===== config.mk =====
export PLATFORM = sky130hd
export DESIGN_NAME = icache
export DESIGN_NICKNAME = d
export VERILOG_FILES = /design/src/rtl/icache.sv
export SDC_FILE = /design/constraint.sdc
export NUM_CORES = 1
export LEC_CHECK = 0
export CORE_ASPECT_RATIO = 0.5
export CORE_MARGIN = 2
export CORE_UTILIZATION = 33
export CTS_CLUSTER_SIZE = 12
export DETAILED_ROUTE_END_ITERATION = 12
export GPL_TIMING_DRIVEN = 0
export PLACE_DENSITY_LB_ADDON = 0.12
export SLEW_MARGIN = 0
export SYNTH_ARGS = -nofsm -noshare
export SYNTH_HDL_FRONTEND = slang
export SYNTH_SLANG_ARGS = --single-unit
export TNS_END_PERCENT = 1

===== constraint.sdc =====
create_clock -name CLK -period 7.23 [get_ports CLK]
set_input_delay 1.446 -clock CLK [delete_from_list [all_inputs] [get_ports CLK]]
set_output_delay 1.446 -clock CLK [all_outputs]
set_load 0.005 [all_outputs]

===== src/rtl/icache.sv =====
// icache: direct-mapped read-only instruction cache with one-word frames
module icache #(
    parameter int IDX_BITS = 4
) (
    input  logic        CLK,
    input  logic        RST,
    input  logic        imemREN,
    input  logic [31:0] imemaddr,
    output logic        ihit,
    output logic [31:0] imemload,
    output logic        iREN,
    output logic [31:0] iaddr,
    input  logic        iwait,
    input  logic [31:0] iload,
    output logic [31:0] hit_count,
    output logic [31:0] miss_count
);
    localparam int TW = 30 - IDX_BITS;
    localparam int N = 2 ** IDX_BITS;

    typedef enum logic {IDLE, FETCH} state_t;

    state_t                state;
    logic [29:0]           faddr;
    logic [N-1:0]          valid;
    logic [TW-1:0]         tags [N];
    logic [31:0]           data [N];
    logic [TW-1:0]         tag;
    logic [IDX_BITS-1:0]   idx;
    logic [IDX_BITS-1:0]   fidx;
    logic                  fill;
    logic                  miss;
    logic                  unused_ok;

    assign tag       = imemaddr[31:IDX_BITS+2];
    assign idx       = imemaddr[IDX_BITS+1:2];
    assign fidx      = faddr[IDX_BITS-1:0];
    assign unused_ok = ^imemaddr[1:0];

    // Lookup and memory-side request decode; fetch in flight masks any hit
    always_comb begin
        ihit     = state == IDLE && imemREN && valid[idx] && tags[idx] == tag;
        imemload = ihit ? data[idx] : 32'd0;
        iREN     = state == FETCH;
        iaddr    = iREN ? {faddr, 2'b00} : 32'd0;
        fill     = state == FETCH && !iwait;
        miss     = state == IDLE && imemREN && !ihit;
    end

    // Control state, valid bits and saturating counters; reset abandons a fetch
    always_ff @(posedge CLK or posedge RST) begin
        if (RST) begin
            state      <= IDLE;
            faddr      <= '0;
            valid      <= '0;
            hit_count  <= '0;
            miss_count <= '0;
        end else begin
            if (miss) begin
                state <= FETCH;
                faddr <= imemaddr[31:2];
            end else if (fill) begin
                state       <= IDLE;
                valid[fidx] <= 1'b1;
            end
            if (ihit && hit_count != 32'hFFFF_FFFF) hit_count <= hit_count + 32'd1;
            if (miss && miss_count != 32'hFFFF_FFFF) miss_count <= miss_count + 32'd1;
        end
    end

    // Frame fill from the latched address; conflicting frames are simply overwritten
    always_ff @(posedge CLK) begin
        if (fill) begin
            tags[fidx] <= faddr[29:IDX_BITS];
            data[fidx] <= iload;
        end
    end
endmodule


==> impl_metrics.py <==
metrics = {
    "global_routing": {
        "gr-max-usage-layer": "met2",
        "grt.overflow.total": 0,
        "grt_use_total_pct": 17.94,
        "global_route.usage.met1_pct": 24.18,
        "grt_pass1_wl_mm": 161.1,
        "grt_pass1_vias": 21366,
        "grt_use_met2_pct": 30.90,
        "grt_antenna_before_repair": 4,
        "grt_use_met3_pct": 3.033,
        "grt_max_degree": 65,
    },
    "floorplanning": {
        "dieArea_sq_um": 127000,
        "ioPinCount": 198,
        "core_area_sq_um": 123100,
        "die_x_um": 502.0,
        "die_h_um": 253.0,
        "start_util_pct": 33.25,
        "rows": 91,
    },
    "pwr": {
        "swShare_pct": 23.10,
        "peakVddDrop_mv": 0.1817,
        "power.density_nw_per_um2": 267.6,
        "seq_power_share_pct": 53.5,
        "finalPower_uw": 13320,
        "clkPwrFrac_pct": 38.4,
        "p_leak_uw": 0.01630,
        "switching_power_uw": 3077,
        "p_int_uw": 10240,
        "power_frac_comb_pct": 8.0,
    },
    "timing": {
        "worst_slack_ns": 0.1340,
        "period_share_pct": 98.15,
        "rsz0062_at_grt": "yes",
        "slew_headroom_pct": 15.84,
        "fin_crit_ns": 7.096,
        "setup_tns_ns": 0,
        "final-hold-violation-count": 0,
        "fin_skew_ns": 0.03476,
        "fmax_mhz": 140.9,
        "worst_pin_slew_ns": 1.262,
        "slew_violations": 0,
        "setup_viol": 0,
    },
    "clocking": {
        "cts_tree": "done",
        "hold_buffers": 0,
        "cts_root_buf": "clkbuf_16",
        "clk_path_buf_depth": 3,
        "cts.sinks": 1039,
        "htreeDepth": 3,
        "clk_latency_ns": 0.71,
        "cts_buffers": 103,
        "path_clk_slew_ns": 0.06,
    },
    "detailed_routing": {
        "drtIter0Drc": 1810,
        "wire_per_inst_um": 27.80,
        "wl_mm": 112.8,
        "dr.pass1.iters": 5,
        "viasPerCell": 5.011,
        "vias": 20340,
        "drc": 0,
        "drt.antenna.violating_nets": 0,
    },
    "critical_path": {
        "path_cells": "clkdlybuf4s50_1, buf_6, buf_4, mux4_2, mux2i_1, xor2_1, mux2i_1, a2111oi_2, nand4_1, nand4b_4, buf_8, buf_4, nor2b_1, clkdlybuf4s50_1",
        "path_max_fanout": 10,
        "rr_startpoint": "tags[11][14]$_DFFE_PP_",
        "worstPathRequired_ns": 5.78,
        "max_stage_delay_ns": 0.55,
        "critPathSlowestCell": "clkdlybuf4s50_1",
        "crit_type": "in -> out",
        "cp.arrival_ns": 5.65,
        "critPathTopFamily": "buffers and inverters",
        "critical_path_buf_inv_count": 6,
        "cp-start-kind": "input port",
        "cp-end-kind": "primary output",
        "cp-startpoint": "imemaddr[4]",
    },
    "logic_synthesis": {
        "yosysWarnings": 0,
        "yosysSeqAreaShare_pct": 74.89,
        "synth_edf_count": 928,
        "synth_area_sq_um": 40920,
        "yosysUniqueCellTypes": 51,
        "ys_ff_latch": 1039,
        "synth_flop_cell": "edfxtp_1",
        "syn_area_per_cell_sq_um": 21.17,
        "synthArstFlopShare_pct": 10.68,
        "syn_inst": 1933,
    },
    "final_layout": {
        "ff_latch_area_sq_um": 30640,
        "antennaDiodeCount": 0,
        "multiInputGateArea_sq_um": 9958,
        "fill_cells": 10956,
        "final_common_cell": "edfxtp_1",
        "layout-drive-gt1-share_pct": 27.04,
        "layout_common_cells": "edfxtp_1, mux4_2, clkdlybuf4s50_1",
        "fin_nets": 2376,
        "area_growth_pct": 21.63,
    },
    "run": {
        "drv_cap": 0,
    },
    "run_status": {
        "status": "completed",
    },
    "place": {
        "gp_congestion": 0.7316,
        "pre_cts_ws_ns": -1.672,
        "port_buffers": 191,
        "hpwl_mm": 72.90,
    },
    "hold_path": {
        "min_from": "valid[12]$_DFFE_PP0P_",
        "hp-class": "reg -> reg",
    },
}
==> cell usage after synthesis (all sizes together) (7+ instances only) <==
cell type    n  area share [%]
nand2       38            0.35
and4        10            0.21
mux2        32            0.88
dfrtp      111             6.8
and2        35            0.54
and3        21            0.32
inv         15            0.14
o21ai        7           0.086
nor2b       40            0.61
xnor2       41            0.88
buf         58            0.83
mux2i       43             1.1
xor2        51             1.1
mux4       267              15
nor4        20            0.45
edfxtp     928              68
nor2        28            0.26
or2         19            0.29
nand3       35            0.43
nor3        24            0.31
a221oi       7            0.18
nand4       19            0.29
clkbuf      42            0.39
==> final cells by class <==
type,count,area share [%]
well taps,1674,4.208
multi-input cells,780,20.01
clock buffers,169,6.026
inverters,15,0.1232
flip-flops and latches,1039,61.57
plain buffers,100,1.405
repair buffers,267,6.383
clock inverters,15,0.2765
==> power by group through the flow <==
stage / Sequential, uW / Clock, uW / Combinational, uW
global placement: 7280 / 0 / 1010
CTS: 7140 / 5250 / 1100
finish: 7130 / 5120 / 1070
floorplan: 7180 / 0 / 560
global route: 7170 / 5500 / 1150
detailed placement: 7260 / 0 / 1080
==> logic make-up after synthesis <==
family	share of synthesized area [%]
AOI/OAI and AO/OA	0.5473
xor gates and xnor gates	1.969
adders and majority gates	0.06114
buffers and inverters	1.348
DFF	74.89
muxes	16.63
other	0.009164
and+or+nand+nor	4.553
==> metrics by stage <==
| stage | hold slack [ns] | area (sq um) | util [%] | instances |
|---|---|---|---|---|
| 2_1_floorplan | 0.4337 | 40930 | - | 1934 |
| 3_3_place_gp | 0.4474 | 44930 | 36.51 | 3799 |
| 3_5_place_dp | 0.4491 | 46310 | 37.63 | 3875 |
| 4_1_cts | 0.4638 | 49730 | 40.40 | 4059 |
| 5_1_grt | 0.4771 | 49770 | 40.44 | 4059 |
| 6_report | 0.4615 | 49770 | 40.44 | 4059 |
==> routing by layer <==
metal | share of wire (%) | wire [um]
met2 | 51 | 57340
met5 | 0.020 | 23
met4 | 1.5 | 1685
met3 | 3.7 | 4123
met1 | 44 | 49680
==> worst reg2reg max path: stages (launching register included) <==
cell and delay [ns]:
edfxtp_1 0.35, mux4_2 0.47, mux4_2 0.49, xor2_1 0.22
a2111oi_2 0.49, nand4_1 0.23, nand4b_4 0.32, nand2_1 0.27
buf_2 0.51, mux2_2 0.41
==> path summary, 6_finish.rpt <==
path / endpoint / slack [ns] / cells past startpoint
min: valid[12]$_DFFE_PP0P_ / 0.46 / 1
min in group asynchronous: hit_count[1]$_DFFE_PP0P_ / 1.20 / 2
max: imemload[15] / 0.13 / 14
max reg2reg: faddr[18]$_DFFE_PP0P_ / 3.34 / 9
max in group asynchronous: faddr[26]$_DFFE_PP0P_ / 5.22 / 3
min reg2reg: valid[12]$_DFFE_PP0P_ / 0.46 / 1
==> timing repair <==
item	CTS	global route
endpoints found under the hold margin	0	0
setup endpoints to repair	33	33
gates resized for setup	98	15
setup buffers	0	0
pin swaps	2	3
==> registers in the layout, indices dropped and copies added (netlist names) <==
name / cells
data: 512
faddr: 30
hit_count: 32
iREN: 1
miss_count: 32
tags: 416
valid: 16
Note: power is estimated with default switching activity, not from simulation.
